## src/rtl/sar_search_pkg.sv

```systemverilog
// Shared definitions for the successive-approximation search engine.
// State encodings, index-width helper and comparator one-hot check.
package sar_search_pkg;

  localparam logic [1:0] SAR_IDLE = 2'd0;
  localparam logic [1:0] SAR_TEST = 2'd1;
  localparam logic [1:0] SAR_DONE = 2'd2;

  // Width of the bit index for a given operand width (never below 1).
  function automatic int unsigned sar_idx_w(input int unsigned width);
    return (width > 1) ? $clog2(width) : 1;
  endfunction

  // True when exactly one of the three comparator outputs is high.
  function automatic logic cmp_onehot(input logic eq, input logic gt, input logic lt);
    return (eq ^ gt ^ lt) & ~(eq & gt & lt);
  endfunction

endpackage

```

## src/rtl/sar_search.sv

```systemverilog
// Successive-approximation search engine driving the B operand of an external
// magnitude comparator and resolving the hidden A operand MSB-first.
// Optional feature: define SAR_EARLY_EXIT_EN to finish as soon as the
// comparator reports a valid equality.
module sar_search
  import sar_search_pkg::*;
#(
  parameter int unsigned WIDTH = 4
) (
  input  logic             clk,
  input  logic             rst_n,
  input  logic             start_i,
  input  logic             cmp_eq_i,
  input  logic             cmp_gt_i,
  input  logic             cmp_lt_i,
  output logic [WIDTH-1:0] trial_o,
  output logic             busy_o,
  output logic             done_o,
  output logic [WIDTH-1:0] result_o,
  output logic             err_o
);

  localparam int unsigned IdxW = sar_idx_w(WIDTH);

  logic [1:0]       state_q, state_d;
  logic [WIDTH-1:0] trial_q, trial_d;
  logic [WIDTH-1:0] result_q, result_d;
  logic [IdxW-1:0]  idx_q, idx_d;
  logic             err_q, err_d;

  logic [WIDTH-1:0] trial_upd;
  logic [IdxW-1:0]  idx_m1;
  logic             cmp_valid;

  assign cmp_valid = cmp_onehot(cmp_eq_i, cmp_gt_i, cmp_lt_i);
  assign idx_m1    = idx_q - IdxW'(1);

  // Next-state: accept, one decision per TEST edge, single DONE cycle.
  always_comb begin
    state_d   = state_q;
    trial_d   = trial_q;
    result_d  = result_q;
    idx_d     = idx_q;
    err_d     = err_q;
    trial_upd = trial_q;

    unique case (state_q)
      SAR_IDLE: begin
        if (start_i) begin
          state_d = SAR_TEST;
          trial_d = {1'b1, {(WIDTH-1){1'b0}}};
          idx_d   = IdxW'(WIDTH-1);
          err_d   = 1'b0;
        end
      end
      SAR_TEST: begin
        if (!cmp_valid) begin
          err_d = 1'b1;
        end
`ifdef SAR_EARLY_EXIT_EN
        if (cmp_valid && cmp_eq_i) begin
          state_d  = SAR_DONE;
          result_d = trial_q;
        end else
`endif
        begin
          // Only cmp_lt steers the decision, even when the inputs are invalid.
          if (cmp_lt_i) begin
            trial_upd[idx_q] = 1'b0;
          end
          if (idx_q == '0) begin
            state_d  = SAR_DONE;
            result_d = trial_upd;
          end else begin
            trial_upd[idx_m1] = 1'b1;
            idx_d             = idx_m1;
          end
          trial_d = trial_upd;
        end
      end
      SAR_DONE: begin
        state_d = SAR_IDLE;
      end
      default: begin
        state_d = SAR_IDLE;
      end
    endcase
  end

  // State registers with asynchronous abort to the reset values.
  always_ff @(posedge clk or negedge rst_n) begin
    if (!rst_n) begin
      state_q  <= SAR_IDLE;
      trial_q  <= '0;
      result_q <= '0;
      idx_q    <= IdxW'(WIDTH-1);
      err_q    <= 1'b0;
    end else begin
      state_q  <= state_d;
      trial_q  <= trial_d;
      result_q <= result_d;
      idx_q    <= idx_d;
      err_q    <= err_d;
    end
  end

  assign trial_o  = trial_q;
  assign result_o = result_q;
  assign err_o    = err_q;
  assign busy_o   = (state_q == SAR_TEST);
  assign done_o   = (state_q == SAR_DONE);

endmodule

```

## config.mk

```make
export PLATFORM = sky130hd
export DESIGN_NAME = sar_search
export DESIGN_NICKNAME = d
export VERILOG_FILES = /design/src/rtl/sar_search_pkg.sv /design/src/rtl/sar_search.sv
export SDC_FILE = /design/constraint.sdc
export NUM_CORES = 1
export LEC_CHECK = 0
export CORE_MARGIN = 2
export CORE_UTILIZATION = 40
export DETAILED_ROUTE_END_ITERATION = 10
export GPL_ROUTABILITY_DRIVEN = 0
export PLACE_DENSITY = 0.66
export SYNTH_ARGS = -nofsm -noshare
export SYNTH_HDL_FRONTEND = slang
export SYNTH_SLANG_ARGS = --single-unit
```

## constraint.sdc

```tcl
create_clock -name clk -period 2 [get_ports clk]
set_input_delay 0.3 -clock clk [delete_from_list [all_inputs] [get_ports clk]]
set_output_delay 0.3 -clock clk [all_outputs]
set_load 0.01 [all_outputs]
```

Word level (Yosys, flattened, before mapping). Index checks and enable logic that the tools add are counted.

Register bits: 13. Logic and storage cells: 53. Input bits: 6. Output and inout port bits: 11.

Magnitude comparators: 4. Multiplexer cells: 18. Bitwise operators: 9. Equal/unequal tests: 6. Reduce and logical (&&, ||, !) cells: 10. $add $sub $neg: 1.

Operators by type and width (number): 4-bit 2-to-1 mux (4); 2-bit 2-to-1 mux (4); 2-bit case mux with 2 select lines (2); 4-bit case mux with 2 select lines (1); 2-bit by 3-bit less-than comparator with 1-bit output, second input constant (2); 2-bit inequality test, second input constant (3); 2-bit AND reduction (3); 3-bit AND reduction (2); 4-bit bitwise AND (1); 1-bit demux with 2-bit select (2); 2-bit by 1-bit >= comparator with 1-bit output, second input constant (2); 2-bit logical NOT (2); 1-bit 2-to-1 mux (4); 4-bit NOT (1); 4-bit OR (1); 1-bit bitwise AND (3); 2-bit by 1-bit equality test with 1-bit output, second input constant (1); 2-bit equality test, second input constant (1); 1-bit logical AND (2); 2-bit by 1-bit inequality test with 1-bit output, second input constant (1); 1-bit case mux with 2 select lines (1); 2-bit nonzero test (1); 2-bit by 1-bit subtractor with 2-bit output, second input constant (1); 1-bit bitwise XOR (2); 1-bit NOT (1).

Longest topological paths before layout. Gate-level depths: netlist (run 1).

Depth after elaboration: 11. Gate-level depth with buffers: 6. Mapped depth without buffers: 5.

Worst setup path before layout (run 1). No wires, ideal clock.

Path kind: reg-to-reg. From: reg idx_q[0]. To: reg result_q[2], in the netlist result_o[2]. Clock period less this slack: 1.504 ns. Library setup time: 0.125 ns. Arrival time: 1.379 ns. Slack: 0.496 ns. Data required time: 1.875 ns. Cell stages (with the launch flop): 6. Path buffers: 1. Cells stage by stage: dfstp_2 -> inv_1 -> ha_1 -> buf_6 -> nand3b_4 -> mux2_4.

Longest elaborated chain between the ends: 8. Elaborated cells on any way between the ends: 11. Those cells by class: order compare: 2; mux: 4; bitwise: 2; reduce/logical: 3.

Ends and longest elaborated chain: from (decl) (line sar_search.sv:28) `logic [IdxW-1:0] idx_q, idx_d;`; from (signal assigned) (line sar_search.sv:96) `idx_q <= IdxW'(WIDTH-1);`; from (signal assigned) (line sar_search.sv:102) `idx_q <= idx_d;`; 2-bit by 3-bit less-than comparator with 1-bit output (implied by the code) / 2-bit by 1-bit >= comparator with 1-bit output (equally long branches) (line sar_search.sv:69) `trial_upd[idx_q] = 1'b0;`; 1-bit logical AND (implied by the code) (line sar_search.sv:69); 1-bit 2-to-1 mux (implied by the code) (line sar_search.sv:69); 1-bit demux with 2-bit select (line sar_search.sv:69); 4-bit NOT (no source line); 4-bit bitwise AND (no source line); 4-bit 2-to-1 mux (line sar_search.sv:68) `if (cmp_lt_i) begin`; 4-bit 2-to-1 mux (line sar_search.sv:47) `unique case (state_q)`; to (signal assigned) (line sar_search.sv:101) `result_q <= result_d;`; to (decl) (line sar_search.sv:27) `logic [WIDTH-1:0] result_q, result_d;`.

Parallel ways exist; a longest one is shown, timed or not. The select of a mux whose other input is x is not followed. A chain may end at the register's enable or synchronous reset.

Worst setup path after layout (run 1).
From: reg state_q[1]. To: out busy_o.

Longest elaborated chain between the ends: 1.

Ends and longest elaborated chain: from (decl) (line sar_search.sv:25) `logic [1:0] state_q, state_d;`; from (signal assigned) (line sar_search.sv:99) `state_q <= state_d;`; 2-bit by 1-bit equality test with 1-bit output (line sar_search.sv:110) `assign busy_o = (state_q == SAR_TEST);`; to (decl) (line sar_search.sv:17) `output logic busy_o,`.

No other way between the ends.

==> flow_summary.toml, run 1 <==
[timing]
worst_margin_slew_ns = 0.583
rsz0062_at_grt = "false"
maxSlewHeadroom_pct = 61.0
final_hold_viol_count = 0
count_of_final_max_slew_check_failures = 0
timing.final.setup_violations = 0
final_min_period_over_clock_period_pct = 95.3
finalWorstPathRequiredPeriod_ns = 1.91
fin_skew_ns = 0.00663
max_clock_freq_ghz = 0.525
final_worst_path_setup_slack_ns = 0.0940
fin_hold_ws_ns = 0.385
setup_tns_ns = 0

[floorplanning]
initial_core_util_pct = 42.3
floorplan.io_pins = 17
placement_rows = 15
die_area_sq_mm = 0.00216
design.core.area_sq_mm = 0.00171
die_height_um = 46.5
die_width_um = 46.5

[route]
detail_route.wirelength_um = 1390
route.detailed.wl_per_inst_um = 12.8
drt_iter0_markers = 5
tritonroute_pass_1_iters = 4
drc_errors = 0
vias = 534
antenna_left = 0
route.detailed.vias_per_inst = 4.90

[clocking]
post-cts-setup-buffer-count = 0
cts.reportedPaths.clkPinSlew_ns = 0.08
cts-buffers-inserted = 3
clk_path_buf_depth = 2
clock_latency_ns = 0.28
cts_htree_levels = 1
cts.sink_count = 13
clk_root_buffer_cell = "sky130_fd_sc_hd__clkbuf_4"
tritoncts = "built"

[power]
vdd_drop_max_mv = 0.586
p_total_mw = 1.43
leakagePower_nw = 0.424
power.density_mw_per_mm2 = 1550

[synthesis]
mappedNetlistNets = 77
synthesized_area_sq_um = 723
avgSynthCellArea_sq_um = 11.0
synth_ff_type = "sky130_fd_sc_hd__dfrtp_1"
ys_ff_latch = 13
synth_top_area_share_pct = 38.1
top_area_cells_in_the_synthesized_netlist = "sky130_fd_sc_hd__dfrtp_1 (38%), sky130_fd_sc_hd__ha_1 (8.7%), sky130_fd_sc_hd__dfstp_2 (7.3%)"
synth_area_leader_cell = "sky130_fd_sc_hd__dfrtp_1"
number_of_synthesis_warnings = 0
synth_async_sr_flop_share_pct = 100
sequential_element_share_of_the_synthesized_area_pct = 45.3
yosysUniqueCellTypes = 28
netlist_instances = 66
post_synth_edffs = 0

[global_route]
antenna_found_initial = 0
grt_max_degree = 14
grt_overflow_total = 0
grt_first_pass_wirelength_um = 2370
via_count_of_the_first_global_routing_pass = 549
globalRouteTotalUtil_pct = 16.5

[layout]
antennaDiodeCount = 0
num-fill-cells = 153
num-nets-final = 96
share_of_cells_above_drive_strength_1_pct = 20.2
p_r_area_growth_vs_syn_pct = 27.2
final_area_sq_um = 920
multi_input_comb_area_sq_um = 350
most-common-layout-cells = "sky130_fd_sc_hd__clkdlybuf4s50_1 (16), sky130_fd_sc_hd__dfrtp_1 (10), sky130_fd_sc_hd__nand2_1 (9)"
layout_commonest_cell = "sky130_fd_sc_hd__clkdlybuf4s50_1"
final_core_util_pct = 53.8
layoutNonFillerInstCount = 109
sequential_cell_area_sq_um = 329

[placed_design]
pre_cts_ws_ns = 0.347
post-place-cells = 105
port-buffer-count = 16
detailedPlacementHpwl_um = 1100
dpl_cell_area_sq_um = 892

[critical_path]
crit_arrival_ns = 1.61
worst-path-max-fanout = 8
worstSetupEndpointType = "output pin"
worstPathRequired_ns = 1.70
critical_path.startpoint_type = "flop"
criticalPathCategory = "reg2out"

[status]
status = "completed"

[run]
maxCapViolations = 0

[hold_path]
hold_path_class = "in2async"
[cells in the mapped netlist, types with 2 or more instances]
cell type and n:
sky130_fd_sc_hd__mux2_4 2, sky130_fd_sc_hd__buf_6 2, sky130_fd_sc_hd__nand2_1 9, sky130_fd_sc_hd__a22oi_1 2, sky130_fd_sc_hd__o21ai_0 6, sky130_fd_sc_hd__ha_1 5, sky130_fd_sc_hd__nor2_1 3, sky130_fd_sc_hd__dfstp_2 2
sky130_fd_sc_hd__dfrtp_1 11, sky130_fd_sc_hd__inv_1 5, sky130_fd_sc_hd__a22o_1 2
[power breakdown]
part / switching, mW / leakage, nW / internal (mW)
combinational: 0.329 / 0.253 / 0.407
clock: 0.0875 / 0.0150 / 0.0774
sequential: 0.131 / 0.156 / 0.398
[path summary, 6_finish.rpt]
kind / cells after the start / to / start / slack [ns]
worst max-delay path: 3 / busy_o / state_q[1] / 0.09
worst min-delay path: 1 / trial_o[3] / rst_n / 0.39
worst max register to register: 4 / result_o[2] / idx_q[0] / 0.38
worst min register to register: 2 / result_o[0] / result_o[0] / 0.48
max in group asynchronous: 1 / state_q[0] / rst_n / 1.20
min in group clk: 2 / result_o[0] / result_o[0] / 0.48
[cell families (layout without fill, tap and decap cells)]
group	after synthesis	count (layout)	share of synthesized area [%]
AND/OR/NAND/NOR	17	17	12.8
buffers and inverters	8	26	6.23
flip-flops	13	13	45.3
AO/OA/AOI/OAI	19	19	19.9
adder cells (fa/ha/maj)	5	5	8.65
multiplexers	4	4	7.09
[worst max-delay path, cell delays in order, from the launching register on]
cell and delay (ns):
sky130_fd_sc_hd__dfrtp_1 0.46, sky130_fd_sc_hd__nand2b_2 0.25, sky130_fd_sc_hd__inv_2 0.09, sky130_fd_sc_hd__clkdlybuf4s50_1 0.53
[flip-flops by register name, indices dropped and copies added (netlist names)]
signal / count
err_o: 1
result_o: 4
trial_o: 4
idx_q: 2
state_q: 2
[routing by layer]
metal  GRT usage, %  wire length [um]  up-vias  share of wire [%]
li1               -                 -      265                  -
met1           20.6               640      254                 46
met2           24.4               669       11                 48
met3           5.10                44        4                3.2
met4           10.3                38        0                2.7
met5              0                 0        -                  0
[repair_timing]
action,4_1_cts,5_1_grt
resized for setup,0,1
hold buffers,0,0
hold endpoints to repair,0,0
endpoints found under the setup margin,0,1
[layout make-up]
cell class | instances | area share [%]
Sequential cell | 13 | 35.8
Inverter | 6 | 2.45
Tap cell | 25 | 3.40
Clock buffer | 4 | 2.86
Timing Repair Buffer | 16 | 17.4
Multi-Input combinational cell | 45 | 38.1
(Power assumes the default switching activity.)
==> run 2: changes to the inputs <==
Settings changed: PLACE_DENSITY 0.66 to 0.77.
==> flow_summary.toml, run 2 (synthesis results as in run 1) <==
[placed_design]
dpl_cell_area_sq_um = 892
post-place-cells = 105
pre_cts_ws_ns = 0.350
detailedPlacementHpwl_um = 1100
port-buffer-count = 16

[route]
route.detailed.vias_per_inst = 4.98
route.detailed.wl_per_inst_um = 12.9
vias = 543
tritonroute_pass_1_iters = 4
drc_errors = 0
detail_route.wirelength_um = 1400
antenna_left = 0
drt_iter0_markers = 9

[layout]
final_core_util_pct = 53.9
num-nets-final = 96
share_of_cells_above_drive_strength_1_pct = 21.4
sequential_cell_area_sq_um = 329
p_r_area_growth_vs_syn_pct = 27.3
multi_input_comb_area_sq_um = 350
layout_commonest_cell = "sky130_fd_sc_hd__clkdlybuf4s50_1"
layoutNonFillerInstCount = 109
final_area_sq_um = 921
most-common-layout-cells = "sky130_fd_sc_hd__clkdlybuf4s50_1 (16), sky130_fd_sc_hd__dfrtp_1 (10), sky130_fd_sc_hd__nand2_1 (9)"
num-fill-cells = 151
antennaDiodeCount = 0

[global_route]
grt_max_degree = 14
via_count_of_the_first_global_routing_pass = 519
antenna_found_initial = 0
globalRouteTotalUtil_pct = 14.7
grt_first_pass_wirelength_um = 2230
grt_overflow_total = 0

[timing]
timing.final.setup_violations = 0
setup_tns_ns = 0
fin_hold_ws_ns = 0.389
maxSlewHeadroom_pct = 61.2
count_of_final_max_slew_check_failures = 0
finalWorstPathRequiredPeriod_ns = 1.91
max_clock_freq_ghz = 0.524
final_worst_path_setup_slack_ns = 0.0920
worst_margin_slew_ns = 0.580
fin_skew_ns = 0.00126
rsz0062_at_grt = "false"
final_min_period_over_clock_period_pct = 95.4
final_hold_viol_count = 0

[clocking]
clk_root_buffer_cell = "sky130_fd_sc_hd__clkbuf_4"
cts-buffers-inserted = 3
clk_path_buf_depth = 2
cts_htree_levels = 1
post-cts-setup-buffer-count = 0
cts.reportedPaths.clkPinSlew_ns = 0.08
clock_latency_ns = 0.27
cts.sink_count = 13
tritoncts = "built"

[power]
vdd_drop_max_mv = 0.630
power.switching_fraction_pct = 38.8
net-switching-power_mw = 0.557
clock_share_of_power_pct = 11.3
combPwrFrac_pct = 51.7
leakagePower_nw = 0.427
power.density_mw_per_mm2 = 1560
p_total_mw = 1.44
intPower_mw = 0.879
power_frac_seq_pct = 37.0

[status]
status = "completed"

[floorplanning]
design.core.area_sq_mm = 0.00171
die_width_um = 46.5
die_area_sq_mm = 0.00216
initial_core_util_pct = 42.3
placement_rows = 15
die_height_um = 46.5
floorplan.io_pins = 17

[hold_path]
hold_path_class = "in2async"

[critical_path]
worstPathRequired_ns = 1.70
cp_peak_stage_delay_ns = 0.53
worstSetupEndpointType = "output pin"
crit_path_top_delay_cell = "sky130_fd_sc_hd__clkdlybuf4s50_1"
worstReg2RegStart = "idx_q[0]"
reg2reg_depth = 4
critical_path.reg2reg.endpoint = "result_o[2]"
critical_path.startpoint_type = "flop"
crit_arrival_ns = 1.61
criticalPathCategory = "reg2out"
worst-path-max-fanout = 8
setup.reg_to_reg.worst_slack_ns = 0.36
worstPathCellList = "nand2b_2, inv_2, clkdlybuf4s50_1"

[run]
maxCapViolations = 0
[run 2: changes by cell type in the layout (fill, tap and decap cells not counted), sizes merged]
cell,change
clkinv,+1
clkbuf,-1
[run 2: worst max-delay path by stage]
stage               start     endpoint  slack, ns  cells past startpoint
2_1_floorplan    idx_q[0]  result_o[2]       0.50                      5
3_3_place_gp   state_q[0]       busy_o       0.35                      3
3_5_place_dp   state_q[0]       busy_o       0.35                      3
4_1_cts        state_q[0]       busy_o       0.04                      3
5_1_grt        state_q[1]       busy_o       0.01                      3
6_report       state_q[1]       busy_o       0.09                      3
[run 2: layout make-up]
| class | instances | share of cell area, % |
|---|---|---|
| Clock buffer | 3 | 2.45 |
| Timing Repair Buffer | 16 | 17.4 |
| Sequential cell | 13 | 35.7 |
| Multi-Input combinational cell | 45 | 38.0 |
| Tap cell | 25 | 3.40 |
| Inverter | 6 | 2.45 |
| Clock inverter | 1 | 0.543 |
[run 2: what timing repair did]
item                       4_1_cts  5_1_grt
gates resized for setup          0        1
setup endpoints to repair        0        1
hold buffers                     0        0
[run 2: metal layers]
layer | global-route usage, % | part of all wire, % | up-vias
met5 | 0 | 0 | -
met2 | 24.7 | 49 | 11
met1 | 18.1 | 47 | 259
met4 | 6.86 | 2.5 | 0
li1 | - | - | 269
met3 | 2.35 | 1.6 | 4
[run 2: power groups by stage]
stage          sequential, mW  combinational, mW  clock, mW
3_3_place_gp            0.527              0.729          0
3_5_place_dp            0.532              0.744          0
5_1_grt                 0.550              0.814      0.184
6_report                0.531              0.743      0.163
4_1_cts                 0.528              0.745      0.170
2_1_floorplan           0.522              0.483          0
[run 2: critical path, delay by kind of cell, from the launching register on]
family        cells  cell delay (ns)
buf+inv           2             0.63
flops             1             0.46
simple gates      1             0.25
